## config.mk

```make
export PLATFORM = sky130hd
export DESIGN_NAME = mem_port_arbiter
export DESIGN_NICKNAME = d
export VERILOG_FILES = /design/src/rtl/mem_port_arbiter.sv
export SDC_FILE = /design/constraint.sdc
export NUM_CORES = 1
export LEC_CHECK = 0
export ABC_AREA = 1
export BUFFER_PORTS_ARGS = -buffer_cell sky130_fd_sc_hd__buf_2
export CORE_UTILIZATION = 25
export CTS_CLUSTER_DIAMETER = 50
export DETAILED_ROUTE_END_ITERATION = 10
export PLACE_DENSITY = 0.48
export SYNTH_ARGS = -nofsm -noshare
export SYNTH_HDL_FRONTEND = slang
export SYNTH_SLANG_ARGS = --single-unit
```

## constraint.sdc

```tcl
create_clock -name i_clk -period 1.8 [get_ports i_clk]
set_input_delay 0.36 -clock i_clk [delete_from_list [all_inputs] [get_ports i_clk]]
set_output_delay 0.36 -clock i_clk [all_outputs]
set_load 0.03 [all_outputs]
```

## src/rtl/mem_port_arbiter.sv

```systemverilog
// mem_port_arbiter: shares one external memory interface among NUM_PORTS requesters
// using fixed-priority or round-robin grant, with per-port read squash and ready/stall handshakes.
module mem_port_arbiter #(
    parameter int NUM_PORTS = 2,
    parameter int ADDR_W    = 32,
    parameter int DATA_W    = 32,
    parameter int RR_MODE   = 0
) (
    input  logic                        i_clk,
    input  logic                        i_rst_n,
    input  logic [NUM_PORTS-1:0]        i_req_re,
    input  logic [NUM_PORTS-1:0]        i_req_wr,
    input  logic [NUM_PORTS*ADDR_W-1:0] i_req_addr,
    input  logic [NUM_PORTS*DATA_W-1:0] i_req_wdata,
    input  logic [NUM_PORTS-1:0]        i_squash,
    output logic [DATA_W-1:0]           o_port_rdata,
    output logic [NUM_PORTS-1:0]        o_port_ready,
    output logic [NUM_PORTS-1:0]        o_port_stall,
    output logic [ADDR_W-1:0]           o_addr,
    output logic [DATA_W-1:0]           o_data_in,
    output logic                        o_omem_re,
    output logic                        o_omem_wr,
    input  logic [DATA_W-1:0]           i_data_out,
    input  logic                        i_mem_ready
);
    localparam int G_W = (NUM_PORTS > 1) ? $clog2(NUM_PORTS) : 1;
    localparam logic [G_W-1:0] W_TOP = G_W'(NUM_PORTS - 1);
    typedef enum logic [1:0] {IDLE, ACCESS, RESP} state_t;
    state_t                r_state;
    logic [G_W-1:0]        r_g;
    logic [G_W-1:0]        r_last;
    logic                  r_kill;
    logic                  r_re;
    logic                  r_wr;
    logic [ADDR_W-1:0]     r_addr;
    logic [DATA_W-1:0]     r_wdata;
    logic [DATA_W-1:0]     r_rdata;
    logic [NUM_PORTS-1:0]  r_ready;
    logic [NUM_PORTS-1:0]  w_req;
    logic [G_W-1:0]        w_sel;
    logic [G_W-1:0]        w_idx;
    logic                  w_found;
    assign w_req        = i_req_re | i_req_wr;
    assign o_port_stall = w_req & ~r_ready;
    assign o_port_ready = r_ready;
    assign o_port_rdata = r_rdata;
    assign o_addr       = r_addr;
    assign o_data_in    = r_wdata;
    assign o_omem_re    = r_re;
    assign o_omem_wr    = r_wr;
    // Fixed priority is a scan that always starts just after the top port, so port 0 is seen first.
    always_comb begin
        w_sel   = '0;
        w_found = 1'b0;
        w_idx   = (RR_MODE != 0) ? r_last : W_TOP;
        for (int k = 0; k < NUM_PORTS; k++) begin
            w_idx = (w_idx == W_TOP) ? '0 : w_idx + 1'b1;
            if (!w_found && w_req[w_idx]) begin
                w_sel   = w_idx;
                w_found = 1'b1;
            end
        end
    end
    always_ff @(posedge i_clk or negedge i_rst_n) begin
        if (!i_rst_n) begin
            r_state <= IDLE;
            r_g     <= '0;
            r_last  <= W_TOP;
            r_kill  <= 1'b0;
            r_re    <= 1'b0;
            r_wr    <= 1'b0;
            r_addr  <= '0;
            r_wdata <= '0;
            r_rdata <= '0;
            r_ready <= '0;
        end else begin
            case (r_state)
                IDLE: begin
                    if (w_found) begin
                        r_state <= ACCESS;
                        r_g     <= w_sel;
                        r_last  <= w_sel;
                        r_kill  <= 1'b0;
                        r_addr  <= i_req_addr[w_sel*ADDR_W +: ADDR_W];
                        r_wdata <= i_req_wdata[w_sel*DATA_W +: DATA_W];
                        r_wr    <= i_req_wr[w_sel];
                        r_re    <= ~i_req_wr[w_sel];
                    end
                end
                ACCESS: begin
                    if (i_squash[r_g])
                        r_kill <= 1'b1;
                    // A squashed read still runs to completion on the bus; only the ready pulse is withheld.
                    if (i_mem_ready) begin
                        r_state <= RESP;
                        r_rdata <= i_data_out;
                        r_re    <= 1'b0;
                        r_wr    <= 1'b0;
                        r_ready <= (r_kill | i_squash[r_g]) ? '0 : (NUM_PORTS'(1) << r_g);
                    end
                end
                default: begin
                    r_state <= IDLE;
                    r_ready <= '0;
                end
            endcase
        end
    end
endmodule
```

; ---- Word-level counts from Yosys, hierarchy flattened
; Index checks and enable logic that the tools add are counted.
[word_totals]
reg_bits = 104
latchBits = 0
ramBits = 0
romBits = 0
in_bits = 169
out_inout_bits = 102
wordCells = 55
mem_count = 0
[op_classes]
addsub = 0
multipliers = 0
div = 0
order_cmp = 2
eq_ne = 4
n_shift = 3
n_mux = 21
n_bitwise = 6
reduce_logical = 10
[ops]
columns = cell, count
row1 = variable part select 64 x 7 -> 32 bit, 2
row2 = two-way mux 1 bit, 12
row3 = two-way mux 2 bit, 4
row4 = case mux 2 bit (2 select lines), 2
row5 = AND reduction 2 bit, 4
row6 = "inequality test 2 bit, second input constant", 3
row7 = case mux 1 bit (2 select lines), 3
row8 = AND reduction 3 bit, 2
row9 = "< comparator 1 x 2 -> 1 bit, second input constant", 2
row10 = AND 2 bit, 1
row11 = "equality test 2 x 1 -> 1 bit, second input constant", 1
row12 = logical NOT 2 bit, 1
row13 = inverter 1 bit, 2
row14 = inverter 2 bit, 1
row15 = OR 2 bit, 1
row16 = nonzero test 2 bit, 1
row17 = "<< shifter 1 x 1 -> 2 bit, first input constant", 1
row18 = logical AND 1 bit, 1
row19 = logical NOT 1 bit, 1
row20 = OR 1 bit, 1

; ---- Longest topological paths before layout
; Gate-level depths: netlist (run 1).
[depth]
word_depth = 10
mapped_depth = 9
depth_no_buf = 7

; ---- Least setup slack after synthesis (run 1)
; No wires, ideal clock.
[synth_timing]
path_type = input port to output port
startpoint = in i_req_wr[0]
endpoint = out o_port_stall[0]
t_arrival_ps = 1116
t_required_ps = 1440
setup_slack_ps = 324
cell_stages = 4
n_path_buf = 2
path_cell_list = nor2_2 -> buf_4 -> buf_4 -> nor2_1
[synth_via]
elab_chain_cells = 2
[synth_rtl]
columns = element, line_no
row1 = "start, declared", 12  ; input logic [NUM_PORTS-1:0] i_req_wr,
row2 = OR 2 bit, 43  ; assign w_req = i_req_re | i_req_wr;
row3 = AND 2 bit, 44  ; assign o_port_stall = w_req & ~r_ready;
row4 = "end, declared", 18  ; output logic [NUM_PORTS-1:0] o_port_stall,
; No other way between the ends.

; ---- Worst setup path after layout (run 1)
; Ends and elaborated chain as after synthesis.

==> impl_metrics.toml, run 1 <==
[synthesis]
netlist-cell-type-count = 16
nets_in_the_synthesized_netlist = 837
synth.ff_latch_count = 104
synth.cell_area_um2 = 4930
syn-instance-count = 668
post_synthesis_area_per_instance_um2 = 7.37
largest_area_contributor_in_the_synthesized_netlist = "sky130_fd_sc_hd__dfrtp_1"
synth_warnings = 0
post_synth_main_area_contributors = "sky130_fd_sc_hd__dfrtp_1 (53%), sky130_fd_sc_hd__nand2_1 (33%), sky130_fd_sc_hd__nand3_1 (6.9%)"
post-synth-top-area-fraction_pct = 52.8
ys_seq_area_share_pct = 52.8

[timing]
hold_violation_total_from_the_final_report = 0
rsz0062_at_grt = "no"
finalWorstPathRequiredPeriod_ps = 1550
total_of_endpoints_with_negative_setup_slack_in_the_final_report = 0
fin_crit_sh_pct = 86.2
maxSlewViolCount = 0
setup_tns_ps = 0
timing.max_slew.rel_slack_pct = 71.0
worst_slew_pin_slew_ps = 435
timing.fmax_mhz = 645
skew_ps = 10.9
post-route-worst-setup-slack_ps = 249

[clocking]
clock-sinks = 104
cts_tree = "yes"
clock_slew_at_the_register_clock_pins_of_the_worst_setup_and_hold_paths_ps = 80
cts_root_buffer = "sky130_fd_sc_hd__clkbuf_16"
ctsHtreeMaxLevel = 3
clkLatencyLatePin_ps = 350
clockBufferDepth = 2
cts_buf_count = 9

[worst_setup_path]
timing.critical_path.fanout_max = 21
crit_top_cell = "sky130_fd_sc_hd__buf_2"
worstSetupEndpointType = "output pin"
crit_path_max_incr_delay_ps = 290
critPathLaunchType = "primary input"
worst_ep_arrival_time_ps = 1190
path_class = "in -> out"
cp_cell_sequence = "buf_2 > nor2_4 > buf_4 > nor2_1 > buf_2"
critical-path-top-delay-family = "buffers and inverters"
timing.critical_path.buf_inv = 3
crit_required_ps = 1440
worst_path_max_delay_cell = "sky130_fd_sc_hd__buf_4"

[flow_run]
max_cap_violations = 0

[drt]
drcViolationCount = 0
drt_iter0_drc = 166
vias_per_cell = 4.20
length_of_the_first_detailed_routing_pass_in_iterations = 4
drt-total-wl_mm = 15.7
dr_total_vias = 4996
drt.antenna.violating_nets = 0
routedWlPerCell_um = 13.2

[floorplan]
num_io_pins = 271
number_of_placement_rows = 50
std_cell_core_area_um2 = 19000
die_y_um = 142
floorplan.die_area_um2 = 20300
initial_core_utilization_pct = 25.9
die-width_um = 142

[global_route]
gr-total-overflow = 0
number_of_antenna_violations_at_the_first_check_in_global_routing = 0
vias_in_the_first_global_route = 4725
grt_usage_pct = 15.6
grt_first_pass_wirelength_mm = 24.5
grt_max_degree = 70

[power]
peakVddDrop_mv = 0.829
power_mw = 12.0
leakage_power_summed_over_all_cells_nw = 4.13
power-per-cell-area_nw_per_um2 = 1750

[run_status]
status = "complete, no violations"

[layout]
sequential_cell_area_um2 = 2600
syn_to_final_growth_pct = 39.0
multiInputGateArea_um2 = 2050
finalNetCount = 1093
fill_cells = 2083
antennaDiodeCount = 0
fraction_of_final_layout_cells_sized_beyond_drive_strength_1_pct = 33.3

[placement]
globalplace.congestion = 0.730
dp_slack_ps = 216
io_buffers = 270
place.detailed.hpwl_mm = 11.2

[worst_hold_path]
hold_class = "in -> reg"
## cell families after synthesis
logic type / after synthesis / synth area share [%]
AOI/OAI and AO/OA: 6 / 0.660
DFF: 104 / 52.8
and+or+nand+nor: 508 / 40.7
buffers and inverters: 50 / 5.79
## layout by cell type, fill, tap and decap left out
cell                            count
sky130_fd_sc_hd__dlygate4sd3_1      1
sky130_fd_sc_hd__o31ai_1            1
sky130_fd_sc_hd__inv_6              2
sky130_fd_sc_hd__inv_2              3
sky130_fd_sc_hd__o21ai_0            4
sky130_fd_sc_hd__dfrtp_1          104
sky130_fd_sc_hd__buf_12             7
sky130_fd_sc_hd__a21oi_1            1
sky130_fd_sc_hd__nand3_2            1
sky130_fd_sc_hd__clkinv_2           2
sky130_fd_sc_hd__inv_1              6
sky130_fd_sc_hd__nand2_2            4
sky130_fd_sc_hd__clkbuf_1           1
sky130_fd_sc_hd__nand2_1          428
sky130_fd_sc_hd__clkinv_4           1
sky130_fd_sc_hd__nor2_4             1
sky130_fd_sc_hd__nand3_1           68
sky130_fd_sc_hd__nor2_1             6
sky130_fd_sc_hd__buf_2            269
sky130_fd_sc_hd__clkbuf_16          9
sky130_fd_sc_hd__clkinvlp_4         1
sky130_fd_sc_hd__buf_4              9
## sequential cells by signal, summed over array words and instances (netlist names)
register,flops
r_g,1
o_addr,32
o_port_rdata,32
o_port_ready,2
o_data_in,32
r_state,2
r_kill,1
o_omem_wr,1
o_omem_re,1
## routing by layer
| layer | share of wire (%) | vias up | track usage (%) | wire length [um] |
|---|---|---|---|---|
| li1 | - | 2561 | - | - |
| met1 | 45 | 2253 | 19.7 | 7040 |
| met2 | 47 | 167 | 25.8 | 7390 |
| met3 | 6.6 | 15 | 3.80 | 1050 |
| met4 | 1.6 | 0 | 5.60 | 255 |
| met5 | 0 | - | 0 | 0 |
## where the power goes
group / internal (mW) / leakage (nW) / switching, mW / total [mW]
Clock: 0.948 / 0.133 / 0.907 / 1.86
Combinational: 1.74 / 2.70 / 4.39 / 6.13
Sequential: 3.45 / 1.29 / 0.570 / 4.02
## worst min-delay path: cells and delay by family
kind | cells | cell delay [ps]
AND/OR/NAND/NOR | 2 | 80
buffers and inverters | 1 | 70
## synth_stat cells (all sizes together)
master	n
a21oi	1
o31ai	1
nand2	432
inv	9
dfrtp	104
nor2	7
buf	34
o21ai	4
clkbuf	7
nand3	69
## cell type report
cell class | count | area share (%)
clock inverters | 6 | 0.640
multi-input cells | 514 | 29.9
flip-flops and latches | 104 | 38.0
repair buffers | 286 | 22.8
well taps | 260 | 4.75
inverters | 9 | 0.493
clock buffers | 10 | 3.34
## metrics by stage
stage	cell area (um^2)	std cells	util [%]	hold WS (ps)
6_report	6850	1189	36.0	196
5_1_grt	6850	1189	36.0	186
4_1_cts	6850	1189	36.0	180
3_5_place_dp	6560	1172	34.5	166
3_3_place_gp	6560	1172	34.5	169
2_1_floorplan	4930	668	-	64.4
## timing repair
action | 4_1_cts | 5_1_grt
buffers inserted | 0 | 0
hold buffers | 1 | 0
gates resized for setup | 0 | 0
hold endpoints to repair | 1 | 0
## final timing paths
path / startpoint / end / slack (ps) / depth (start not counted)
max in group asynchronous: i_rst_n / o_addr[25] / 940 / 3
min in group asynchronous: i_rst_n / o_data_in[19] / 360 / 2
worst max register to register: r_state[0] / r_kill / 260 / 5
worst min-delay path: i_data_out[1] / o_port_rdata[1] / 200 / 3
worst max-delay path: i_req_wr[0] / o_port_stall[0] / 250 / 5
worst min register to register: o_data_in[28] / o_data_in[28] / 470 / 2
No activity file was read; power rests on OpenSTA's default activity.
==> run 2, diff against run 1 <==
--- a/config.mk
+++ b/config.mk
@@ -7,10 +7,10 @@
 export LEC_CHECK = 0
 export ABC_AREA = 1
 export BUFFER_PORTS_ARGS = -buffer_cell sky130_fd_sc_hd__buf_2
-export CORE_UTILIZATION = 25
+export CORE_UTILIZATION = 45
 export CTS_CLUSTER_DIAMETER = 50
 export DETAILED_ROUTE_END_ITERATION = 10
-export PLACE_DENSITY = 0.48
+export PLACE_DENSITY = 0.79
 export SYNTH_ARGS = -nofsm -noshare
 export SYNTH_HDL_FRONTEND = slang
 export SYNTH_SLANG_ARGS = --single-unit
==> constraint.sdc (replaced) <==
create_clock -name i_clk -period 1.5 [get_ports i_clk]
set_input_delay 0.3 -clock i_clk [delete_from_list [all_inputs] [get_ports i_clk]]
set_output_delay 0.3 -clock i_clk [all_outputs]
set_load 0.03 [all_outputs]
==> impl_metrics.toml, run 2 (synthesis gave the netlist of run 1 again) <==
[clocking]
clkLatencyLatePin_ps = 360
post-cts-setup-buffers = 0
clock_slew_at_the_register_clock_pins_of_the_worst_setup_and_hold_paths_ps = 110
cts_buf_count = 9
cts_root_buffer = "sky130_fd_sc_hd__clkbuf_8"
ctsHtreeMaxLevel = 3
clock-sinks = 104
cts_tree = "yes"
clockBufferDepth = 2

[run_status]
status = "complete, no violations"

[timing]
fin_crit_sh_pct = 92.1
total_of_endpoints_with_negative_setup_slack_in_the_final_report = 0
rsz0062_at_grt = "no"
maxSlewViolCount = 0
finalWorstPathRequiredPeriod_ps = 1380
timing.fmax_mhz = 724
skew_ps = 20.3
hold_violation_total_from_the_final_report = 0
worst_slew_pin_slew_ps = 346
timing.max_slew.rel_slack_pct = 76.9
post-route-worst-setup-slack_ps = 119
fin_hold_ws_ps = 125
setup_tns_ps = 0

[floorplan]
number_of_placement_rows = 37
floorplan.die_area_um2 = 11400
die-width_um = 107
die_y_um = 107
num_io_pins = 271
std_cell_core_area_um2 = 10500
initial_core_utilization_pct = 47.1

[global_route]
grt_first_pass_wirelength_mm = 22.3
grt_usage_pct = 24.8
grt_max_degree = 66
gr-total-overflow = 0
number_of_antenna_violations_at_the_first_check_in_global_routing = 2
vias_in_the_first_global_route = 4784

[layout]
final_cell_mix = "sky130_fd_sc_hd__nand2_1 (428), sky130_fd_sc_hd__buf_2 (269), sky130_fd_sc_hd__dfrtp_1 (104)"
antennaDiodeCount = 0
syn_to_final_growth_pct = 35.2
finalNetCount = 1095
fraction_of_final_layout_cells_sized_beyond_drive_strength_1_pct = 33.5
most_common_cell_after_layout_fill_and_taps_aside = "sky130_fd_sc_hd__nand2_1"

[power]
power-per-cell-area_nw_per_um2 = 2080
leakage_power_summed_over_all_cells_nw = 4.11
peakVddDrop_mv = 1.09

[drt]
vias_per_cell = 4.80
dr_total_vias = 5122
drt.antenna.violating_nets = 0
drt-total-wl_mm = 14.2
length_of_the_first_detailed_routing_pass_in_iterations = 4
drt_iter0_drc = 298
routedWlPerCell_um = 13.3
drcViolationCount = 0

[worst_setup_path]
cp_cell_sequence = "nor2_1 > buf_2"
critical-path-top-delay-family = "flip-flops"
worstSetupEndpointType = "output pin"
worst_path_max_delay_cell = "sky130_fd_sc_hd__dfrtp_1"
critPathLaunchType = "flip-flop"
timing.critical_path.fanout_max = 3
crit_path_max_incr_delay_ps = 430
path_class = "reg -> out"
worst_ep_arrival_time_ps = 1080
crit_required_ps = 1200
timing.critical_path.buf_inv = 1

[worst_hold_path]
hold_class = "in -> reg"

[placement]
io_buffers = 270
globalplace.congestion = 0.792
place.detailed.hpwl_mm = 10.2
dp_slack_ps = 71.9

[flow_run]
max_cap_violations = 0
==> run 2: what timing repair did <==
action | 4_1_cts | 5_1_grt
endpoints found under the hold margin | 20 | 0
hold buffers | 1 | 0
setup endpoints to repair | 0 | 0
resized for setup | 0 | 0
==> run 2: worst paths after layout <==
check / from / end / slack [ps] / cells past startpoint
min reg2reg: o_addr[4] / o_addr[4] / 480 / 2
max reg2reg: r_state[1] / o_addr[26] / 140 / 6
min: i_data_out[23] / o_port_rdata[23] / 120 / 3
min in group asynchronous: i_rst_n / o_data_in[4] / 380 / 2
max: o_port_ready[0] / o_port_stall[0] / 120 / 2
max in group asynchronous: i_rst_n / r_state[1] / 590 / 3
==> run 2: worst register-to-register path: cells and delay by family, from the launching register on <==
family                 cells  cell delay [ps]
AND/OR/NAND/NOR            4              510
flip-flops                 1              420
buffers and inverters      2              370
==> run 2: metal layers <==
metal | share of wire, % | track usage (%)
met1 | 41 | 30.2
met2 | 50 | 44.9
met3 | 6.5 | 4.44
met4 | 1.6 | 7.24
met5 | 0.092 | 0
==> run 2: power breakdown <==
group | internal (mW) | switching [mW]
logic | 2.12 | 5.21
clock network | 0.674 | 0.985
registers | 4.13 | 0.705
==> run 2: cell type report <==
class                   instances  area, um^2
clock buffers                  10         138
flip-flops and latches        104        2600
multi-input cells             514        2050
fillers                      1000        3800
repair buffers                288        1620
well taps                     136         170
clock inverters                 6        51.3
inverters                       9        33.8
==> run 2: stage by stage <==
stage	utilization, %	std cells	power (mW)	instance area (um^2)
final	63.7	1067	13.8	6660
after global routing	63.7	1067	14.8	6660
after CTS	63.7	1067	13.9	6660
after detailed placement	61.8	1050	12.2	6460
after global placement	61.8	1050	12.1	6460
after floorplan	-	668	9.88	4930
